--- config.mk ---
export PLATFORM = sky130hd
export DESIGN_NAME = n_sum
export DESIGN_NICKNAME = d
export VERILOG_FILES = /design/src/rtl/n_sum.sv
export SDC_FILE = /design/constraint.sdc
export NUM_CORES = 1
export LEC_CHECK = 0
export CAP_MARGIN = 10
export CORE_UTILIZATION = 51
export DETAILED_ROUTE_END_ITERATION = 16
export GPL_ROUTABILITY_DRIVEN = 0
export HOLD_SLACK_MARGIN = 0.12
export PLACE_DENSITY = 0.87
export SLEW_MARGIN = 20
export SYNTH_ARGS = -nofsm -noshare
export SYNTH_HDL_FRONTEND = slang
export SYNTH_SLANG_ARGS = --single-unit
--- constraint.sdc ---
create_clock -name clk -period 1.8 [get_ports clk]
set_input_delay 0.36 -clock clk [delete_from_list [all_inputs] [get_ports clk]]
set_output_delay 0.36 -clock clk [all_outputs]
set_load 0.005 [all_outputs]
--- src/rtl/n_sum.sv ---
// Triangular sum 1+2+...+N sequencer: input capture, accumulate and
// output handshake FSMs, one addition per clock.
module n_sum (
    input  logic       clk,
    input  logic       reset,
    input  logic [2:0] N,
    input  logic       N_valid,
    input  logic       Ack,
    output logic [3:0] sum,
    output logic       sum_valid
);

    typedef enum logic {
        IN_IDLE,
        IN_BUSY
    } in_state_t;

    typedef enum logic [1:0] {
        AC_IDLE,
        AC_ADD,
        AC_DONE
    } ac_state_t;

    typedef enum logic {
        OUT_IDLE,
        OUT_HOLD
    } out_state_t;

    in_state_t  in_q,  in_d;
    ac_state_t  ac_q,  ac_d;
    out_state_t out_q, out_d;

    logic [2:0] cnt_q, cnt_d;
    logic [3:0] acc_q, acc_d;
    logic [3:0] sum_q, sum_d;
    logic       valid_q, valid_d;

    logic start;
    logic ack_take;
    logic load;

    always_comb begin
        start    = (in_q == IN_IDLE) && N_valid;
        ack_take = (out_q == OUT_HOLD) && Ack;
        load     = (ac_q == AC_DONE);
    end

    // Input FSM stays busy from acceptance until the result is acknowledged.
    always_comb begin
        in_d = in_q;
        unique case (in_q)
            IN_IDLE: if (start) in_d = IN_BUSY;
            IN_BUSY: if (ack_take) in_d = IN_IDLE;
            default: in_d = IN_IDLE;
        endcase
    end

    always_comb begin
        ac_d  = ac_q;
        cnt_d = cnt_q;
        acc_d = acc_q;
        unique case (ac_q)
            AC_IDLE: begin
                if (start) begin
                    cnt_d = N;
                    acc_d = 4'd0;
                    ac_d  = AC_ADD;
                end
            end
            AC_ADD: begin
                if (cnt_q != 3'd0) begin
                    acc_d = acc_q + {1'b0, cnt_q};
                    cnt_d = cnt_q - 3'd1;
                    if (cnt_q == 3'd1) ac_d = AC_DONE;
                end else begin
                    ac_d = AC_DONE;
                end
            end
            AC_DONE: ac_d = AC_IDLE;
            default: ac_d = AC_IDLE;
        endcase
    end

    always_comb begin
        out_d   = out_q;
        sum_d   = sum_q;
        valid_d = valid_q;
        unique case (out_q)
            OUT_IDLE: begin
                if (load) begin
                    sum_d   = acc_q;
                    valid_d = 1'b1;
                    out_d   = OUT_HOLD;
                end
            end
            OUT_HOLD: begin
                if (Ack) begin
                    valid_d = 1'b0;
                    out_d   = OUT_IDLE;
                end
            end
            default: out_d = OUT_IDLE;
        endcase
    end

    always_ff @(posedge clk) begin
        if (reset) begin
            in_q    <= IN_IDLE;
            ac_q    <= AC_IDLE;
            out_q   <= OUT_IDLE;
            cnt_q   <= 3'd0;
            acc_q   <= 4'd0;
            sum_q   <= 4'd0;
            valid_q <= 1'b0;
        end else begin
            in_q    <= in_d;
            ac_q    <= ac_d;
            out_q   <= out_d;
            cnt_q   <= cnt_d;
            acc_q   <= acc_d;
            sum_q   <= sum_d;
            valid_q <= valid_d;
        end
    end

    assign sum       = sum_q;
    assign sum_valid = valid_q;

endmodule

# After elaboration in Yosys (flattened, before gate mapping)
# Index checks and enable logic that the tools add are counted.
dict set report totals {
  out_inout_bits 5
  in_bits 7
  regBits 16
}
dict set report classes {
  n_mux 19
  eq_ne 8
  n_bitwise 2
  addsub 2
  n_reduce_logical 9
}
# op count
set ops {}
lappend ops {{$mux W4} 2}
lappend ops {{$ne A2 B2 Y1 const B} 4}
lappend ops {{$pmux W4 S2} 1}
lappend ops {{$mux W1} 6}
lappend ops {{$mux W2} 3}
lappend ops {{$mux W3} 2}
lappend ops {{$pmux W1 S2} 3}
lappend ops {{$pmux W3 S2} 1}
lappend ops {{$reduce_and A2 Y1} 3}
lappend ops {{$add A4 B3 Y4} 1}
lappend ops {{$pmux W2 S2} 1}
lappend ops {{$eq A3 B1 Y1 const B} 1}
lappend ops {{$ne A3 B3 Y1 const B} 1}
lappend ops {{$reduce_and A3 Y1} 1}
lappend ops {{$reduce_bool A3 Y1} 1}
lappend ops {{$sub A3 B1 Y3 const B} 1}
lappend ops {{$eq A2 B1 Y1 const B} 1}
lappend ops {{$eq A2 B2 Y1 const B} 1}
lappend ops {{$logic_and A1 B1 Y1} 2}
lappend ops {{$logic_not A2 Y1} 1}
lappend ops {{$not A1 Y1} 2}
lappend ops {{$reduce_bool A2 Y1} 1}

# Depth between registers and ports, before layout
dict set report depth {
  depth_word 4
  mapped_depth 6
  depth_no_buf 6
}

# Worst setup path before layout
# No wires, ideal clock.
dict set report synth_timing {
  path_type {reg2reg}
  startpoint {reg cnt_q[1]}
  endpoint {reg acc_q[3]}
  t_arrival_ns 1.206
  required_ns 1.685
  n_path_buf 0
  setup_ns 0.115
  stages_incl_launch_ff 7
  slack_ns 0.480
  path_cell_list {dfxtp_1 > inv_1 > ha_1 > nand2b_1 > a21oi_2 > o21a_1 > o21a_1}
}
dict set report synth_between {
  elab_chain_cells 3
}
# item line
set synth_rtl {}
lappend synth_rtl {{start: declaration} 33} ;# logic [2:0] cnt_q, cnt_d;
lappend synth_rtl {{start signal: assignment} 119} ;# cnt_q <= cnt_d;
lappend synth_rtl {{$add A4 B3 Y4 or $reduce_bool A3 Y1 (tied branches)} {72, 71}}
lappend synth_rtl {{$mux W4 or $ne A2 B2 Y1 (tied branches)} n/a}
lappend synth_rtl {{$pmux W4 S2 or $reduce_and A3 Y1 (tied branches)} n/a}
lappend synth_rtl {{end signal: assignment} 112} ;# acc_q <= 4'd0;
lappend synth_rtl {{end signal: assignment} 120} ;# acc_q <= acc_d;
lappend synth_rtl {{end: declaration} 34} ;# logic [3:0] acc_q, acc_d;
# Parallel ways exist; a longest one is shown, timed or not. The select of a mux whose other input is x is not followed.
# A chain may end at the register's enable or synchronous reset.

# Worst setup path after layout
dict set report layout_timing {
  startpoint {in N_valid}
  endpoint {reg acc_q[3]}
}
dict set report layout_between {
  elab_chain_cells 3
}
# item line
set layout_rtl {}
lappend layout_rtl {{start: declaration} 7} ;# input logic N_valid,
lappend layout_rtl {{$logic_and A1 B1 Y1} 43} ;# start = (in_q == IN_IDLE) && N_valid;
lappend layout_rtl {{$ne A2 B2 Y1 (no line)} n/a}
lappend layout_rtl {{$reduce_and A3 Y1 (no line)} n/a}
# Every way passes these cells.

==> metrics.md <==
| Metric | Value |
|---|---|
| Worst-path cell chain | clkdlybuf4s50_1 > nor4b_4 > a21oi_2 > o21a_1 > o21a_1 |
| P_sw | ~200 uW |
| Final setup vio count | 0 |
| Fin crit share | 0.841 |
| Maximum vdd ir drop | 0.478 mV |
| Tmin final | roughly 1.5 ns |
| Reg2reg end | acc_q[3]$_SDFFE_PP0P_ |
| Final Hold Fails | 0 |
| Flop pwr share | 0.508 |
| Top layer in use | met4 |
| Top cell type by total area after synthesis | dfxtp_1 |
| Num rows | 13 |
| Hold Path Stages | 2 |
| Global-route wire length before repair | about 2600 um |
| Dpl hpwl | ~1100 um |
| Met3 wire length | 47 um |
| Die Y-Extent | 41.6 um |
| Clock power frac | 0.318 |
| Detailed Route Iter0 Violations | 7 |
| # H-tree levels | 1 |
| CTS Root Cell | clkbuf_4 |
| Worst Tran Pin Value | approximately 0.53 ns |
| Post CTS Setup Buffer Count | 0 |
| Die Wd | around 42 um |
| Yosys Warn Count | 0 |
| Filler instances | roughly 110 |
| Met2 WL post-DR | 691 um |
| Port buffer count | 11 |
| ANT cells | 0 |
| Avg Inst Size Synth | approximately 9.5 um^2 |
| Wire per inst | 12.8 um |
| Layout overhead on the synthesized area | 20.7% |
| Layout cell share with drive strength beyond 1 | 0.122 |
| Max-Cap Viols | 0 |
| Clk_skew | between 0.015 and 0.02 ns |
| Pins Over Slew Limit | 0 |
| Synth Cell Area | 798 um^2 |
| EDFF count, synth | 0 |
| Crit end category | flip-flop |
| Critical Path Stages | 5 |
| R2r setup slk | approximately 0.30 ns |
| WP data required | 1.98 ns |
| #FFs+latches synth | 16 |
| Reg2reg path depth | 4 |
| Post-Syn Instances | 84 |
| Latest clock arrival within the worst-skew pair | around 0.29 ns |
| Netlist cell types | 29 |
| Grt total ovfl | 0 |
| Critical Path Max Stage Delay | 0.48 ns |
| Switching Share | 0.270 |
| Vias per inst | 5.51 |
| Ys async rst share | 0 |
| CP max-delay cell | clkdlybuf4s50_1 |
| CP delay by family, top | compound AO/OA/AOI/OAI gates |
| Synth Flop Type | dfxtp_1 |
| CP Buf/Inv Count | 1 |
| Largest net degree at the start of global routing | 12 |
| Register area share after synthesis | 0.401 |
| Arr. time, crit path | approximately 1.7 ns |
| Antenna Nets Post-Route | 0 |
| Critical path type | input pin to flip-flop |
| Worst min-delay path class | flip-flop to flip-flop |
| P_int | between 500 and 600 uW |
| Hold Crit Endpoint | acc_q[2]$_SDFFE_PP0P_ |
| Comb pwr share | 0.173 |
| Clk sinks | 16 |
| Most Frequent Cell on Critical Path | o21a_1 |
| Post-Route WL | roughly 1400 um |
| Post-synth top area share | 0.401 |
| CTS Buffer Depth | 2 |
| First-pass DRT Iterations | 4 |
| Lkg Pwr | 0.000386 uW |
| Total Nets Final | between 100 and 150 |
| Slew HR | 0.647 |
| DIE AREA | 1730 um^2 |
| Post_cts resized | 0 |
| Initial antenna violation count | 0 |
| Total CTS buffers | 3 |
| Top cells by area, synth | dfxtp_1 40%, ha_1 9.4%, a21oi_1 6.3%, mux2i_1 5.0%, nor2_1 4.7% |
| Post-synth top cells | 16 x dfxtp_1, 10 x a21oi_1, 10 x nor2_1 |
| Core Area | 1380 um^2 |
| Final setup TNS | 0 ns |
| Crit start category | input pin |
| Fmax | about 660 MHz |
| Via Count | around 620 |
| I/O pin total | 12 |
| Register clock-pin slew on the reported worst setup and hold paths | approximately 0.09 ns |
| Hold-fix buffers, CTS | 0 |
| Startpoint of the worst hold path | acc_q[2]$_SDFFE_PP0P_ |
| Peak fanout along the critical path | 7 |
| Vias in the first global route | ~640 |
| Starting Density | 0.577 |
| Worst r2r src | ac_q[0]$_SDFFE_PP0P_ |
| CTS tree | done |
| Synth Net Count | 98 |
| Drt drc | 0 |
| Pwr Density | 787 nW/um^2 |
| Overall routing resource usage | 0.193 |
| Met1 WL | 671 um |
| Top-count cell post-synth | dfxtp_1 |
| WHS | 0.477 ns |
| Unrepaired setup endpoints after global routing | no |
| Status | finished clean |
[metal layers]
metal / vias up / track usage
met5: - / 0
met1: 288 / 0.229
met4: 0 / 0.116
met3: 5 / 0.0391
met2: 11 / 0.319
li1: 319 / -
[state kept, by name (all words and copies together), names as in the netlist]
signal     flops
ac_q           2
sum            4
cnt_q          3
in_q           1
sum_valid      1
acc_q          4
out_q          1
[power groups by stage]
stage | clock network [uW] | logic, uW | registers, uW
after floorplan | 0 | 95.2 | 390
after global placement | 0 | 126 | 393
after detailed placement | 0 | 132 | 394
after CTS | 245 | 132 | 386
after global routing | 262 | 146 | 388
final | 241 | 131 | 385
[cells by family after synthesis]
group	share of synthesized area
AO/OA/AOI/OAI	0.193
XOR/XNOR	0.0110
adder cells (fa/ha/maj)	0.119
buffers and inverters	0.0329
flip-flops	0.401
multiplexers	0.0502
AND/OR/NAND/NOR	0.193
[metrics by stage]
stage          cells  power (uW)   util  cell area, um^2  worst slack, ns
3_5_place_dp     109         526  0.671              927          -0.0164
4_1_cts          113         762  0.697              963            0.286
6_report         113         758  0.697              963            0.287
5_1_grt          113         797  0.697              963            0.222
2_1_floorplan     84         485      -              798            0.480
3_3_place_gp     109         518  0.671              927           0.0675
[cells in the final DEF, fill, tap and decap left out, drive strengths merged]
cell	n
a21o	2
a21oi	11
a221oi	1
a311oi	1
and2	1
buf	2
clkbuf	4
clkdlybuf4s50	11
dfxtp	16
fa	1
ha	6
inv	3
mux2i	4
nand2	6
nand2b	2
nand3	3
nor2	10
nor2b	1
nor3	2
nor3b	2
nor4b	1
o211ai	1
o21a	2
o21ai	3
o21bai	1
xor2	1
[worst max path at each step]
stage | slack [ns] | startpoint | end
5_1_grt | 0.22 | cnt_q[0]$_SDFFE_PP0P_ | cnt_q[2]$_SDFFE_PP0P_
2_1_floorplan | 0.48 | cnt_q[1]$_SDFFE_PP0P_ | acc_q[3]$_SDFFE_PP0P_
3_3_place_gp | 0.07 | N_valid | acc_q[3]$_SDFFE_PP0P_
4_1_cts | 0.29 | N_valid | acc_q[3]$_SDFFE_PP0P_
6_report | 0.29 | N_valid | acc_q[3]$_SDFFE_PP0P_
3_5_place_dp | -0.02 | N_valid | acc_q[3]$_SDFFE_PP0P_
[worst register-to-register path: cells and delay by family, from the launching register on]
family / cells / cell delay [ns]
and+or+nand+nor: 1 / 0.37
DFF: 1 / 0.45
AOI/OAI and AO/OA: 3 / 0.57
[cell type report]
cell class / count / area [um^2] / share of cell area
tap: 15 / 18.8 / 0.0195
inverter: 3 / 11.3 / 0.0117
multi-input combinational: 62 / 452 / 0.469
clock buffer: 4 / 36.3 / 0.0377
timing repair buffer: 13 / 125 / 0.130
sequential: 16 / 320 / 0.332
No activity file was read; power rests on OpenSTA's default activity.
==> variant: new RTL, same settings <==
Encoding of `ac_state_t`: now one-hot (3 bits for 3 states).
--- a/src/rtl/n_sum.sv
+++ b/src/rtl/n_sum.sv
@@ -17,6 +17,6 @@
 
-    typedef enum logic [1:0] {
-        AC_IDLE,
-        AC_ADD,
-        AC_DONE
+    typedef enum logic [2:0] {
+        AC_IDLE = 3'b001,
+        AC_ADD  = 3'b010,
+        AC_DONE = 3'b100
     } ac_state_t;
Behaviour: same outputs for any inputs over 10 cycles, from zero or initial values and one cycle with reset high; not proved beyond that.
==> variant against the unedited design <==
Sequential cell count rose by 1. Power fell by 9.3%. Sequential share of layout area fell by 0.47 points. Critical path depth fell by 1. Area after synthesis rose by 8.3%. Die area rose by 7.9%. Wire length rose by 13%. Synthesized cell count rose by 8.3%. Count of clock-buffer cells in the layout fell by 1. Final area rose by 8.2%. Worst setup slack got worse by 0.23 ns. Largest cell class unchanged.
==> variant: results (changes against the unedited design) <==
The tools report the starting density of the core as 56.1% (-1.6 points). The logs give 105 (+7.1%) for the net count after synthesis and 0.417 nW (+7.9%) for the cell leakage power. The tools report the routing usage on met3 as 3.83% (-0.083 points).

The final net count is 121 (+7.1%), and the setup slack of the most critical reg-to-reg path is 0.06 ns (-0.24 ns). The overall fraction of global-route tracks in use came out at 19.9% (+0.60 points). The worst setup skew after layout was 0.00243 ns (-0.0144 ns).

The share of cells above drive strength 1 is 16.0% (+3.8 points). The worst-margin pin slew is 0.470 ns (-0.0573 ns). The global-route wire length before repair was 2840 um (+11%); the share of cell area taken by multi-input logic gates was 46.7% (-0.18 points).

The amount of wire on met3 after detailed routing was 74 um (+57%); the violation count after the first detailed-route iteration was 15 (+8). The flip-flop and latch share of the layout cell area came out at 32.8% (-0.47 points). The fraction of synthesis flops using an asynchronous set or reset pin was 0% (unchanged); the highest net fanout along the worst path was 4 (-3). Clock power share: 30.5% (-1.3 points).

The switching component of the power is 0.000177 W (-13%). The multi-input gate count is 64 (+3.2%), and the number of iterations in the first detailed-routing pass is 4 (unchanged). In this run the worst setup path terminates at acc_q[1]. The highest attainable clock frequency was 575 MHz (-13%); the number of signal-net buffers in the layout was 16 (+3).

The worst vdd rail ir drop came out at 0.426 mV (-11%). The flow ran to the end, and the final reports show no timing, DRC or antenna violations. For the number of CTS-inserted buffers, the log shows 3 (unchanged).

For the number of vias in the routed layout, the log shows 706 (+13%). The worst hold path cell count is 1 (-1), and the internal power consumption is 0.000510 W (-7.8%). The average wire length per cell after detail routing came out at 13.4 um (+5.0%).

The clock input transition at the sequential cells of the worst setup and hold paths is 0.11 ns (+0.02 ns), and the post-synthesis cell type count is 32 (+10%). By area the synthesized netlist is led by dfxtp_1 (39%), ha_1 (8.7%), a21oi_1 (5.8%). The run gives 0.000394 W (+2%) as the power dissipated in sequential cells. The met1 track utilization from global routing is 25.3% (+2.4 points). The run gives 34.0% (+2.2 points) as the met2 track demand over resource in global routing.

Clock-cell share of area: 2.64% (-1.1 points). The length of routed wiring on met1 was 752 um (+12%). The logs give 39.4% (-0.76 points) for the share of synthesized area occupied by flip-flops and latches and 0.491 ns (+0.0138 ns) for the final worst hold slack. The total of flip-flops plus latches after synthesis works out to 17 (+1). The number of global-route vias before repair is 679 (+5.9%). The total area of multi-input combinational cells was 487 um^2 (+7.8%); the maximum number of pins on one net before global-route repair was 18 (+6). The routed wire length is 1640 um (+13%), and the instance area at placement is 0.00101 mm^2 (+8.5%). The tools report the estimated wirelength of the detail-placed design as 1200 um (+9.9%).

The layout filler cell count came out at 130 (+21%). The fraction of the core area covered by cells at the end of the flow is 67.6% (-2.1 points). The most critical setup path has its startpoint at cnt_q[0]. The post-cts resize count is 1 (+1). The worst hold path begins at in_q.

The inverter count was 5 (+2).
## variant: cell count changes in the layout (fill, tap and decap cells not counted), moves of 2 or more
| cell | before | now |
|---|---|---|
| o21a_1 | 2 | 0 |
| or4b_1 | 0 | 3 |
| o21ai_0 | 2 | 7 |
| nand2_1 | 6 | 1 |
| buf_4 | 2 | 5 |
| nand3_1 | 3 | 1 |
| a21oi_1 | 10 | 8 |
| inv_1 | 3 | 5 |
| a21oi_2 | 1 | 3 |
## variant: critical path, cell delays in order, from the launching register on
cell,delay (ns)
dfxtp_2,0.35
ha_1,0.23
fa_1,0.49
or4b_1,0.46
a21oi_2,0.16
## variant: kinds of logic (layout without fill, tap and decap cells)
kind of cell	count (synthesis)	in the layout	share of synthesized area [%]
xor+xnor	1	1	1.01
fa+ha+maj	7	7	11.0
flops	17	17	39.4
compound gates	25	25	17.7
mux	5	5	5.79
buf+inv	10	25	5.21
simple gates	26	26	20.0
